## src/rtl/read_control_logic.sv

```systemverilog
// -----------------------------------------------------------------------------
// read_control_logic
//
// Read-side pointer and flag controller of the dual-clock FIFO. It brings the
// write pointer (Gray) into the read clock domain, keeps the read pointer in
// binary and registered Gray form, derives empty/level, and presents words to
// the consumer through a first-word-fall-through valid/ready output register.
//
// Ports
//   read_clk               read-domain clock
//   read_rst_n             asynchronous active-low reset
//   write_addr_gray_async  write pointer Gray code, still in the write domain
//   read_data_ram          combinational RAM read data at read_addr
//   read_ready             consumer accepts read_data this cycle
//   read_addr              registered binary read pointer (low bits = RAM addr)
//   read_addr_gray         registered Gray read pointer for the write domain
//   read_enable_ram        word at read_addr is consumed this cycle
//   read_data              FWFT output register
//   read_valid             read_data holds a valid word
//   fifo_empty             RAM holds no unread word (output register excluded)
//   fifo_level             unread RAM words, 0 .. 2**ADDR_WIDTH
// -----------------------------------------------------------------------------
module read_control_logic #(
    parameter int ADDR_WIDTH  = 3,
    parameter int DATA_WIDTH  = 8,
    parameter int SYNC_STAGES = 2
) (
    input  logic                  read_clk,
    input  logic                  read_rst_n,
    input  logic [ADDR_WIDTH:0]   write_addr_gray_async,
    input  logic [DATA_WIDTH-1:0] read_data_ram,
    input  logic                  read_ready,
    output logic [ADDR_WIDTH:0]   read_addr,
    output logic [ADDR_WIDTH:0]   read_addr_gray,
    output logic                  read_enable_ram,
    output logic [DATA_WIDTH-1:0] read_data,
    output logic                  read_valid,
    output logic                  fifo_empty,
    output logic [ADDR_WIDTH:0]   fifo_level
);

    localparam int PW = ADDR_WIDTH + 1;
    // A single flop is never a safe synchronizer, so fewer than two is raised to two.
    localparam int NS = (SYNC_STAGES < 2) ? 2 : SYNC_STAGES;
    localparam logic [PW-1:0] PTR_ZERO = {PW{1'b0}};
    localparam logic [PW-1:0] PTR_ONE  = {{(PW-1){1'b0}}, 1'b1};

    function automatic logic [PW-1:0] gray_to_bin(input logic [PW-1:0] g);
        logic [PW-1:0] b;
        b[PW-1] = g[PW-1];
        for (int i = PW - 2; i >= 0; i--) begin
            b[i] = b[i+1] ^ g[i];
        end
        return b;
    endfunction

    function automatic logic [PW-1:0] bin_to_gray(input logic [PW-1:0] b);
        return b ^ (b >> 1);
    endfunction

    logic [PW-1:0]         sync_r [NS];
    logic [PW-1:0]         read_addr_r;
    logic [PW-1:0]         read_addr_gray_r;
    logic [DATA_WIDTH-1:0] read_data_r;
    logic                  read_valid_r;

    logic [PW-1:0]         wbin_sync_s;
    logic [PW-1:0]         next_addr_s;
    logic [PW-1:0]         level_s;
    logic                  empty_s;
    logic                  fetch_s;

    // Write-pointer Gray synchronizer chain; only the last stage is consumed.
    always_ff @(posedge read_clk or negedge read_rst_n) begin
        if (!read_rst_n) begin
            for (int i = 0; i < NS; i++) begin
                sync_r[i] <= PTR_ZERO;
            end
        end else begin
            sync_r[0] <= write_addr_gray_async;
            for (int i = 1; i < NS; i++) begin
                sync_r[i] <= sync_r[i-1];
            end
        end
    end

    // Flags and fetch decision, all derived from flops plus read_ready.
    always_comb begin
        wbin_sync_s = gray_to_bin(sync_r[NS-1]);
        empty_s     = (read_addr_r == wbin_sync_s);
        // Modulo subtraction on the extra-MSB pointers gives 0..2**ADDR_WIDTH.
        level_s     = wbin_sync_s - read_addr_r;
        // Fetch when a word is waiting and the output register is free or being emptied.
        fetch_s     = !empty_s && (!read_valid_r || read_ready);
        next_addr_s = read_addr_r + PTR_ONE;
    end

    // Read pointers and FWFT output register; accept+fetch in one cycle leaves no bubble.
    always_ff @(posedge read_clk or negedge read_rst_n) begin
        if (!read_rst_n) begin
            read_addr_r      <= PTR_ZERO;
            read_addr_gray_r <= PTR_ZERO;
            read_data_r      <= {DATA_WIDTH{1'b0}};
            read_valid_r     <= 1'b0;
        end else if (fetch_s) begin
            read_addr_r      <= next_addr_s;
            read_addr_gray_r <= bin_to_gray(next_addr_s);
            read_data_r      <= read_data_ram;
            read_valid_r     <= 1'b1;
        end else if (read_valid_r && read_ready) begin
            // Word taken with nothing behind it: data stays stale, only valid drops.
            read_valid_r     <= 1'b0;
        end else begin
            read_valid_r     <= read_valid_r;
        end
    end

    assign read_addr       = read_addr_r;
    assign read_addr_gray  = read_addr_gray_r;
    assign read_data       = read_data_r;
    assign read_valid      = read_valid_r;
    assign read_enable_ram = fetch_s;
    assign fifo_empty      = empty_s;
    assign fifo_level      = level_s;

endmodule

```

## config.mk

```make
export PLATFORM = sky130hd
export DESIGN_NAME = read_control_logic
export DESIGN_NICKNAME = d
export VERILOG_FILES = /design/src/rtl/read_control_logic.sv
export SDC_FILE = /design/constraint.sdc
export NUM_CORES = 1
export LEC_CHECK = 0
export BUFFER_PORTS_ARGS = -buffer_cell sky130_fd_sc_hd__buf_2
export CORE_MARGIN = 5
export CORE_UTILIZATION = 50
export CTS_BUF_LIST = sky130_fd_sc_hd__clkbuf_4 sky130_fd_sc_hd__clkbuf_8
export DETAILED_ROUTE_END_ITERATION = 7
export PLACE_DENSITY = 0.78
export SLEW_MARGIN = 20
export SYNTH_ARGS = -nofsm -noshare
export SYNTH_HDL_FRONTEND = slang
export SYNTH_SLANG_ARGS = --single-unit
export TNS_END_PERCENT = 100
```

## constraint.sdc

```tcl
create_clock -name read_clk -period 6.65 [get_ports read_clk]
set_input_delay 0 -clock read_clk [delete_from_list [all_inputs] [get_ports read_clk]]
set_output_delay 0 -clock read_clk [all_outputs]
set_load 0.03 [all_outputs]
```

### Word level (Yosys, flattened, before mapping)

Index checks and enable logic that the tools add are counted.
W data, S select, Z words.

| cells by class | value |
|---|---|
| reductions and logical operators | 6 |
| eq/ne operators | 1 |
| bitwise operators | 4 |
| $add $sub $neg | 2 |
| mux-type cells | 2 |

Operators by type and width:

| cell | number |
|---|---|
| $add A4 B1 Y4 const B | 1 |
| $eq A4 B4 Y1 | 1 |
| $sub A4 B4 Y4 | 1 |
| $xor A4 B3 Y4 | 1 |
| $xor A1 B1 Y1 | 3 |
| $logic_and A1 B1 Y1 | 2 |
| $logic_not A1 Y1 | 2 |
| $mux W1 | 2 |
| $reduce_bool A2 Y1 | 1 |
| $logic_or A1 B1 Y1 | 1 |

| word-level totals | value |
|---|---|
| flip-flop bits (word level) | 25 |
| output and inout port bits | 23 |
| logic and storage cells | 21 |
| bits of input ports | 15 |

### Longest topological paths before layout

| depth | value |
|---|---|
| word-level depth | 7 |
| mapped depth | 9 |
| depth with buffers taken out | 8 |

### Worst setup path before layout

OpenSTA, ideal clock, no wires.

| path | value |
|---|---|
| path kind | register to register |
| start point | register sync_r[3] (netlist bit) |
| end point | register read_data_r[1], in the netlist read_data[1] |
| stages on the path, launching flop included | 9 |
| slack | 4.364 ns |
| data arrival time | 2.161 ns |
| data required time | 6.525 ns |
| buffers on the path | 1 |
| period minus slack after synthesis | 2.286 ns |
| library setup time | 0.125 ns |
| cells stage by stage | dfrtp_1 > xor2_1 > xor2_1 > xnor2_1 > ha_1 > nand3_1 > o21ai_4 > buf_6 > mux2_4 |

| on the way | value |
|---|---|
| cells in the longest elaborated chain, start to end | 6 |

Ends and longest elaborated chain:

| element | RTL line | source |
|---|---|---|
| start, declared | 61 | `logic [PW-1:0] sync_r [NS];` |
| start signal, assigned by index | 82 | `sync_r[i] <= sync_r[i-1];` |
| $xor A1 B1 Y1 (3 in a row) | 52 | `b[i] = b[i+1] ^ g[i];` |
| $eq A4 B4 Y1 * | 90 | `empty_s = (read_addr_r == wbin_sync_s);` |
| $logic_not A1 Y1 * | 94 | `fetch_s = !empty_s && (!read_valid_r \|\| read_ready);` |
| $logic_and A1 B1 Y1 * | 94 |  |
| end signal, assigned | 103 | `read_data_r <= {DATA_WIDTH{1'b0}};` |
| end signal, assigned | 108 | `read_data_r <= read_data_ram;` |
| end, declared | 64 | `logic [DATA_WIDTH-1:0] read_data_r;` |

Every way passes the cells marked *; elsewhere a longest branch is shown, timed or not.
A chain may end at the register's enable or synchronous reset.

### Worst setup path after layout

| path | value |
|---|---|
| start point | register sync_r[3] (netlist bit) |
| end point | output port read_enable_ram |

| on the way | value |
|---|---|
| cells in the longest elaborated chain, start to end | 6 |

Ends and longest elaborated chain:

| element | RTL line | source |
|---|---|---|
| $xor A1 B1 Y1 (3 in a row) | 52 |  |
| $eq A4 B4 Y1 * | 90 |  |
| $logic_not A1 Y1 * | 94 |  |
| $logic_and A1 B1 Y1 * | 94 |  |
| end, declared | 35 | `output logic read_enable_ram,` |

Marked as above.

==> flow_results.org <==
** Critical path
- The worst setup path is launched from a flip-flop.
- Crit-path leading delay family :: XOR/XNOR gates
- In this run the worst path has a maximum fanout of 19.
- In this design, the critical path's most frequently occurring cell is sky130_fd_sc_hd__xor2_1.
- Sum of buffers and inverters on the critical path :: 2
- Slowest cell on the critical path :: sky130_fd_sc_hd__o21ai_4
- At the worst endpoint, the required time is 6650 ps.
- Critical Path Max Stage Delay :: approximately 480 ps
- STA classifies the critical path endpoint as an output pin.
- Worst reg2reg setup slack :: roughly 4000 ps
- Setup CP Type :: flip-flop to output pin
- Data arrives at the worst endpoint at approximately 2600 ps.
- The critical path goes through xor2_1 > xor2_1 > xnor2_1 > ha_1 > nand3_1 > o21ai_4 > inv_1 > buf_2.

** Clock network
- CTS tree :: done
- The longest clock path from root to sink contains 2 buffers.
- In this run the number of H-tree levels came out at 1.
- # resized after CTS :: 0
- CTS saw 24 sinks.
- Cts bufs inserted :: 3
- Clock latency at the later pin of the worst-skew pair :: about 300 ps
- Clock-pin slew was measured on the worst setup and hold paths at between 100 and 150 ps.
- The tree is rooted in a sky130_fd_sc_hd__clkbuf_4.

** Die
- 38 I/O pins were placed.
- The floorplan step set the die height to 55.5 um.
- The total area inside the core boundary comes to slightly below 2000 um^2.
- Placement Rows :: 16
- Effective utilization at floorplan :: 0.529
- Horizontal die dimension :: 55.5 um
- Overall die area :: a little over 3000 um^2

** Timing
- In this run the tightest slew margin relative to its limit is 0.634.
- Slew at the pin with the worst max-slew slack :: ~550 ps
- Setup slack closes at slightly above 4000 ps.
- Final Hold Fails :: 0
- The worst path in the final design needs a cycle of 2590 ps, including I/O delays and setup.
- Of the available clock period, the critical path in the final layout requires 0.390.
- Unrepaired setup endpoints after global routing :: false
- Final TNS setup :: 0 ps
- Worst hold slack across all endpoints :: 28.2 ps
- Maximum clock frequency :: 385 MHz
- Number of max-slew violations in the final report :: 0
- Setup violations remaining at the end of the flow were counted as 0.
- Final clock skew :: approximately 6.2 ps

** Placed design
- Area after DPL :: approximately 1200 um^2
- Before CTS, the worst setup slack after placement is 4080 ps.
- Detailed Place HPWL :: 1350 um
- # port buffers :: 37
- Routability congestion estimate from global placement :: about 0.73
- In this run, placement finished with an instance count of between 100 and 150.

** Power and ir drop
- P_sw :: about 340 uW
- Power spread over the standard cell area amounts to approximately 500 nW/um^2.
- Relative contribution of sequential cells to total power :: 0.320
- Of the total power, the share spent switching nets is 0.486.
- The share of total power dissipated in the clock network is 0.087.
- Design internal power :: between 300 and 400 uW
- Leak :: around 0.68 nW
- Worst-case vdd ir drop :: around 0.00028 V
- Power comes to ~700 uW.
- The share of total power dissipated in combinational logic is 0.593.

** GRT
- First-pass GRT wire length :: 3480 um
- Gr usage total :: 0.142
- The number of antenna violations at the first check in global routing came to 0.
- Largest net degree at the start of global routing :: 25
- Vias in the first global route :: approximately 790
- The total overflow left after global routing is 0.

** Logic synthesis
- Of all flip-flops after synthesis, the portion carrying an async set or reset was 1.00.
- Most used flip-flop cell after synthesis :: sky130_fd_sc_hd__dfrtp_1
- Library cell with the largest summed area after synthesis :: sky130_fd_sc_hd__dfrtp_1
- Number of library cell types mapped by synthesis :: 20
- The share of synthesized area in the top cell type comes to 0.579.
- Number of storage elements in the synthesis netlist :: 24
- After synthesis, the mean cell area works out to 13.5 um^2.
- Post-synth EDFFs :: 0
- Top post-synthesis cells by area :: sky130_fd_sc_hd__dfrtp_1, sky130_fd_sc_hd__mux2_2, sky130_fd_sc_hd__xor2_1
- Mapped Cells :: 77
- Commonest cells in the synthesized netlist :: sky130_fd_sc_hd__dfrtp_1, sky130_fd_sc_hd__mux2_2, sky130_fd_sc_hd__xor2_1
- The Yosys step of the flow raised 0 warnings.
- The cell area that synthesis handed to floorplanning was 1040 um^2.
- Of the synthesized area, sequential elements account for 0.579.
- Most repeated cell in the gate-level netlist after synthesis :: sky130_fd_sc_hd__dfrtp_1
- Synthesis produced a netlist with a net count of 97.

** Detailed routing
- Routed metal-1 wirelength :: about 800 um
- Met2 Routed Length :: 950 um
- The count of nets left with antenna violations once routing finished came out at 0.
- The first routing iteration left 5 violations.
- Vias per inst :: 4.59
- Routed len/inst :: around 13 um
- Summing over every cut layer, the via total after detailed routing is 711.
- After detailed routing, the met3 layer carries 205 um of wire.
- Highest layer used for signal routing :: met3
- Summed over all layers, the routed wires come to approximately 2000 um.
- DRC errors left :: 0
- First drt pass iteration count :: 3

** Layout
- Once layout is complete, the utilization of the core stands at 0.709.
- Non-filler cells, final :: between 150 and 200
- Compared with the post-synthesis result, the final layout area differs by 34.0%.
- After routing the design area is 1390 um^2.
- The filler cells instantiated in the layout total approximately 170.
- In the final design database the tool counted 150 nets.
- Diodes inserted :: 0
- In the final layout, the share of cells above drive strength 1 is 0.398.

** Outcome
- The flow ran to the end, and the final reports show no timing, DRC or antenna violations.

** Flow run
- Max-cap viol count :: 0

** Min path
- Hold/Removal Path Class :: input port to flip-flop
## sequential cells by signal, indices dropped and copies added (netlist names)
name,count
read_data,8
sync_r,8
read_addr,4
read_addr_gray,3
read_valid,1
## worst register-to-register path, stage by stage, from the launching register on
cell and delay [ps]:
sky130_fd_sc_hd__dfrtp_1 430, sky130_fd_sc_hd__xor2_1 240, sky130_fd_sc_hd__xor2_1 330, sky130_fd_sc_hd__xnor2_1 110
sky130_fd_sc_hd__ha_1 310, sky130_fd_sc_hd__nand3_1 130, sky130_fd_sc_hd__o21ai_4 480, sky130_fd_sc_hd__mux2_2 410
## cell families (layout without fill, tap and decap cells)
family / count (synthesis) / count (layout) / share of synthesized area
AO/OA/AOI/OAI: 6 / 6 / 0.0422
buffers and inverters: 8 / 59 / 0.0398
AND/OR/NAND/NOR: 11 / 11 / 0.0446
multiplexers: 9 / 9 / 0.101
XOR/XNOR: 14 / 14 / 0.125
adder cells (fa/ha/maj): 5 / 5 / 0.0676
flip-flops: 24 / 24 / 0.579
## routing by layer
metal | global-route usage | vias up
li1 | - | 347
met1 | 0.167 | 334
met4 | 0.0521 | 0
met3 | 0.0513 | 0
met2 | 0.236 | 30
met5 | 0 | -
## what timing repair did
item	CTS	global route
hold endpoints to repair	36	0
hold buffers	13	0
buffers inserted	0	0
## worst paths after layout
check | depth (start not counted) | endpoint | start
worst max-delay path | 8 | read_enable_ram | sync_r[3]$_DFF_PN0_
worst min-delay path | 3 | read_valid$_DFFE_PN0P_ | read_ready
worst max register to register | 7 | read_data[0]$_DFFE_PN0P_ | sync_r[3]$_DFF_PN0_
worst min register to register | 0 | sync_r[1]$_DFF_PN0_ | sync_r[5]$_DFF_PN0_
max in group asynchronous | 2 | sync_r[3]$_DFF_PN0_ | read_rst_n
min in group asynchronous | 2 | read_data[2]$_DFFE_PN0P_ | read_rst_n
## cell type report
type / instances / area, um^2 / share of cell area
Clock buffer: 3 / 22.5 / 0.0162
Inverter: 6 / 22.5 / 0.0162
Multi-Input combinational cell: 45 / 395 / 0.284
Sequential cell: 24 / 601 / 0.432
Tap cell: 27 / 33.8 / 0.0243
Timing Repair Buffer: 50 / 315 / 0.227
## power by group through the flow
stage                     combinational, mW  clock, mW  sequential, mW
after floorplan                       0.245          0           0.302
after global placement                0.406          0           0.225
after detailed placement              0.414          0           0.227
after CTS                             0.421     0.0618           0.224
after global routing                  0.453     0.0685           0.230
final                                 0.415     0.0608           0.223
## cell usage in the layout, fill, tap and decap left out, types with 2 or more instances in the layout
cell	instances
sky130_fd_sc_hd__xor2_1	7
sky130_fd_sc_hd__inv_1	6
sky130_fd_sc_hd__clkbuf_4	3
sky130_fd_sc_hd__mux2_2	8
sky130_fd_sc_hd__xnor2_1	6
sky130_fd_sc_hd__nor2_1	2
sky130_fd_sc_hd__ha_1	4
sky130_fd_sc_hd__buf_2	37
sky130_fd_sc_hd__dlygate4sd3_1	13
sky130_fd_sc_hd__o21ai_0	3
sky130_fd_sc_hd__nand2_1	6
sky130_fd_sc_hd__dfrtp_1	24
Power figures use the tool's default switching activity.
